<file path="config.mk">
export PLATFORM = sky130hd
export DESIGN_NAME = countdown_timer
export DESIGN_NICKNAME = d
export VERILOG_FILES = /design/src/rtl/countdown_timer.sv
export SDC_FILE = /design/constraint.sdc
export NUM_CORES = 1
export LEC_CHECK = 0
export BUFFER_PORTS_ARGS = -buffer_cell sky130_fd_sc_hd__buf_2
export CAP_MARGIN = 0
export CORE_MARGIN = 3
export CORE_UTILIZATION = 45
export CTS_BUF_LIST = sky130_fd_sc_hd__clkbuf_4
export DETAILED_ROUTE_END_ITERATION = 10
export PLACE_DENSITY = 0.73
export SLEW_MARGIN = 20
export SYNTH_ARGS = -nofsm -noshare
export SYNTH_HDL_FRONTEND = slang
export SYNTH_SLANG_ARGS = --single-unit
</file>
<file path="constraint.sdc">
create_clock -name clk -period 2.55 [get_ports clk]
set_input_delay 0.51 -clock clk [delete_from_list [all_inputs] [get_ports clk]]
set_output_delay 0.51 -clock clk [all_outputs]
set_load 0.005 [all_outputs]
</file>
<file path="src/rtl/countdown_timer.sv">
// countdown_timer: two-digit BCD countdown timer with seven-segment output.
// Loads a preset from switches, counts down once every TICK_DIV clocks while
// running, stops at 00 and raises done.
//
// Ports:
//   clk          system clock, rising edge
//   rst          asynchronous active-low reset
//   load         async input; rising edge loads preset (clamped to 9)
//   start        async input; rising edge toggles start/pause
//   preset_tens  BCD tens digit to load
//   preset_ones  BCD ones digit to load
//   seg0         ones digit, active-low, bit0=A .. bit6=G
//   seg1         tens digit, active-low, bit0=A .. bit6=G
//   done         high while in DONE
//   running      high while in RUN
module countdown_timer #(
    parameter int unsigned TICK_DIV = 50000000,
    parameter int unsigned DIV_W    = 33
) (
    input  logic       clk,
    input  logic       rst,
    input  logic       load,
    input  logic       start,
    input  logic [3:0] preset_tens,
    input  logic [3:0] preset_ones,
    output logic [6:0] seg0,
    output logic [6:0] seg1,
    output logic       done,
    output logic       running
);

    localparam logic [DIV_W-1:0] DIV_MAX = DIV_W'(TICK_DIV - 1);

    typedef enum logic [1:0] {IDLE, RUN, PAUSE, DONE} state_t;

    state_t           state, state_n;
    logic [3:0]       tens, tens_n, ones, ones_n;
    logic [DIV_W-1:0] div, div_n;

    // Two-flop synchronizers followed by one delay flop for edge detection.
    logic load_s1, load_s2, load_d;
    logic start_s1, start_s2, start_d;
    logic load_ev, start_ev;

    assign load_ev  = load_s2  & ~load_d;
    assign start_ev = start_s2 & ~start_d;

    always_ff @(posedge clk or negedge rst) begin
        if (!rst) begin
            load_s1  <= 1'b0;
            load_s2  <= 1'b0;
            load_d   <= 1'b0;
            start_s1 <= 1'b0;
            start_s2 <= 1'b0;
            start_d  <= 1'b0;
        end else begin
            load_s1  <= load;
            load_s2  <= load_s1;
            load_d   <= load_s2;
            start_s1 <= start;
            start_s2 <= start_s1;
            start_d  <= start_s2;
        end
    end

    always_ff @(posedge clk or negedge rst) begin
        if (!rst) begin
            state   <= IDLE;
            tens    <= 4'd0;
            ones    <= 4'd0;
            div     <= '0;
            done    <= 1'b0;
            running <= 1'b0;
        end else begin
            state   <= state_n;
            tens    <= tens_n;
            ones    <= ones_n;
            div     <= div_n;
            done    <= (state_n == DONE);
            running <= (state_n == RUN);
        end
    end

    // Priority: load, then start toggle, then the RUN tick. A start toggle out
    // of RUN freezes the divider for that cycle as well.
    always_comb begin
        state_n = state;
        tens_n  = tens;
        ones_n  = ones;
        div_n   = div;
        if (load_ev) begin
            tens_n  = (preset_tens > 4'd9) ? 4'd9 : preset_tens;
            ones_n  = (preset_ones > 4'd9) ? 4'd9 : preset_ones;
            div_n   = '0;
            state_n = IDLE;
        end else if (start_ev) begin
            unique case (state)
                IDLE: begin
                    div_n = '0;
                    if (tens == 4'd0 && ones == 4'd0) state_n = DONE;
                    else                              state_n = RUN;
                end
                RUN:   state_n = PAUSE;
                PAUSE: state_n = RUN;
                DONE:  state_n = DONE;
            endcase
        end else if (state == RUN) begin
            if (div == DIV_MAX) begin
                div_n = '0;
                if (ones != 4'd0) begin
                    ones_n = ones - 4'd1;
                end else begin
                    ones_n = 4'd9;
                    tens_n = tens - 4'd1;
                end
                // RUN is only ever entered with a nonzero value, so 01 is
                // the last step and the count cannot wrap.
                if (tens == 4'd0 && ones == 4'd1) state_n = DONE;
            end else begin
                div_n = div + 1'b1;
            end
        end
    end

    function automatic logic [6:0] seg7(input logic [3:0] d);
        case (d)
            4'd0:    seg7 = 7'b1000000;
            4'd1:    seg7 = 7'b1111001;
            4'd2:    seg7 = 7'b0100100;
            4'd3:    seg7 = 7'b0110000;
            4'd4:    seg7 = 7'b0011001;
            4'd5:    seg7 = 7'b0010010;
            4'd6:    seg7 = 7'b0000010;
            4'd7:    seg7 = 7'b1111000;
            4'd8:    seg7 = 7'b0000000;
            4'd9:    seg7 = 7'b0010000;
            default: seg7 = 7'b1111111;
        endcase
    endfunction

    assign seg0 = seg7(ones);
    assign seg1 = seg7(tens);

endmodule

</file>
==> results.toml <==
[global_route]
grt_util_met3_pct = 2.793
busiest_layer = "met2"
first_global_vias = 2413
gr-total-overflow = 0
track_usage_pct = 17.30
grt_pass1_wl_um = 10850
grt_util_met2_pct = 29.23
grt_max_degree = 32
antenna_found_initial = 0
grtUsageMet1_pct = 22.84

[cells_and_area]
nets = 393
drive_above_1_share_pct = 16.17
layout_common_cells = "nor2_1, dfrtp_1, nand2_1"
areaGrowthSynthToFinish_pct = 9.718
final_cell_count_no_fill = 448
num_antenna_cells = 0
final_common_cell = "nor2_1"

[drt]
wirelength_um = 6234
drc_errors = 0
wl_per_cell_um = 13.92
drtAntennaViolNets = 0
drt_iter0_drc = 149
vias = 2530
first_pass_iters = 4
detail_route.vias_per_cell = 5.647

[hold_path]
hp-class = "in -> async"

[cts]
cts_sinks = 51
cts_resized = 0
cts_buffer_depth = 2
clk_latency_ns = 0.36
postCtsSetupBuffers = 0
cts_tree = "done"
cts_root_buf = "clkbuf_4"
cts_buffers = 5
clk_pin_slew_ns = 0.14
ctsHoldBuffers = 0
htree_levels = 2

[floorplan]
num_rows = 29
dieWidth_um = 88.52
die_h_um = 88.52
ios = 28
die-area_sq_um = 7836
initial_core_util_pct = 47.44
placeableCoreArea_sq_um = 6459

[logic_synthesis]
synth.distinct_cells = 51
synth_edf_count = 0
avgSynthCellArea_sq_um = 9.012
synth_fp_nets = 363
synth_top_family_by_area = "simple AND/OR/NAND/NOR gates"
synth_ff_type = "dfrtp_1"
ys_ff_latch = 51
synthMuxAreaShare_pct = 1.674
yosysSeqAreaShare_pct = 41.65
synth_async_sr_flop_share_pct = 100.0
synth-simple-area-share_pct = 30.83
synth_compound_area_share_pct = 9.963
ys_warn_count = 0
synth_adder_area_share_pct = 4.492
synthXorXnorAreaFrac_pct = 8.003
postSynthCellCount = 340
synth.cell_area_sq_um = 3064

[critical_path]
crit_chain = "inv_1 -> ha_1 -> or2_2 -> a21oi_1 -> a31oi_1 -> buf_2"
crit_required_ns = 2.04
cp_slowest_stage_delay_ns = 0.45
r2r_start = "div[0]"
worstRegToRegCells = 6
r2r_end = "div[32]"
critPathLaunchType = "flip-flop"
arrival_ns = 1.85
cp_max_fo = 6
cp_slowest_cell = "dfrtp_1"
regToRegSetupSlack_ns = 0.28
end_kind = "output port"
critPathKind = "reg -> out"

[place]
post-place-ws_ns = 0.3608
place_inst = 440
place.gp.congestion = 0.8990
dp_hpwl_um = 4501
portBuffers = 27

[timing]
slew-limit-headroom_pct = 60.79
finClkSkew_ns = 0.008559
maxSlewViolCount = 0
timing.final.crit_share_pct = 92.55
fin_crit_ns = 2.360
setup_viol = 0
holdWs_ns = 0.08416
fin_setup_tns_ns = 0
fin_ws_ns = 0.1899
hold_violations = 0
max_freq_mhz = 423.7
tightestPinTransition_ns = 0.5837
rsz0062_at_grt = "false"

[power]
pwr_density_cell_nw_per_um2 = 489.2
peakVddDrop_mv = 0.2569
leakage_nw = 1.536

[job]
maxCapViolCount = 0

[run_status]
outcome = "finished clean"
## worst max-delay path by stage
stage / from / endpoint / slack, ns / cells after the start
3_5_place_dp: div[26] / ones[0] / 0.36 / 5
3_3_place_gp: div[7] / ones[0] / 0.37 / 5
6_report: ones[1] / seg0[3] / 0.19 / 6
5_1_grt: ones[1] / seg0[3] / 0.03 / 6
2_1_floorplan: div[30] / ones[0] / 0.55 / 5
4_1_cts: ones[1] / seg0[3] / 0.17 / 6
## registers in the layout, summed over array words and instances (netlist names), 2 cells and up
register	cells
div	33
tens	4
state	2
ones	4
## report_power, final
group	leakage, nW	internal, mW	switching, mW
registers	0.677	0.856	0.0624
clock network	0.0307	0.113	0.243
logic	0.829	0.163	0.207
total	1.54	1.13	0.512
## routing by layer
layer | routed length, um | part of all wire (%)
met1 | 2938 | 47
met2 | 2937 | 47
met3 | 246 | 3.9
met4 | 112 | 1.8
met5 | 0 | 0
## metrics by stage
stage               total power [mW]  cell area, sq um  utilization (%)
floorplan                      1.167              3064                -
global placement               1.294              3309            51.24
detailed placement             1.305              3309            51.24
CTS                            1.664              3362            52.05
global route                   1.764              3362            52.05
finish                         1.645              3362            52.05
## worst max-delay path, delay by kind of cell (launching register included)
kind | cells | cell delay [ns]
buffers and inverters | 2 | 0.29
AO/OA/AOI/OAI | 2 | 0.25
adder cells (fa/ha/maj) | 1 | 0.23
flip-flops | 1 | 0.45
AND/OR/NAND/NOR | 1 | 0.27
## kinds of logic after synthesis
group | Yosys count
AND/OR/NAND/NOR | 170
AO/OA/AOI/OAI | 51
flip-flops | 51
XOR/XNOR | 28
buffers and inverters | 24
adder cells (fa/ha/maj) | 11
multiplexers | 5
## cell type report
class | count | area [sq um]
fillers | 614 | 3097
flip-flops and latches | 51 | 1276
well taps | 77 | 96.34
multi-input cells | 265 | 1684
clock inverters | 2 | 7.507
repair buffers | 35 | 207.7
clock buffers | 6 | 45.04
inverters | 12 | 45.04
## Yosys cell counts, types with 4 or more instances
cell type / instances / share of area [%]
clkbuf_1: 5 / 0.61
nor4_1: 4 / 0.82
ha_1: 11 / 4.5
nand3_1: 12 / 2.0
nand2b_1: 4 / 0.82
and3_1: 6 / 1.2
dfrtp_1: 51 / 42
nor3_1: 5 / 0.82
mux2i_1: 4 / 1.3
nor2_1: 52 / 6.4
inv_1: 12 / 1.5
o21ai_0: 12 / 2.0
or2_2: 7 / 1.4
o21ai_1: 4 / 0.65
or3_1: 6 / 1.2
a31oi_1: 4 / 0.82
xor2_1: 25 / 7.1
nor2b_1: 5 / 1.0
nand4_1: 20 / 4.1
nand2_1: 28 / 3.4
a21oi_1: 17 / 2.8
Note: power is estimated with default switching activity, not from simulation.
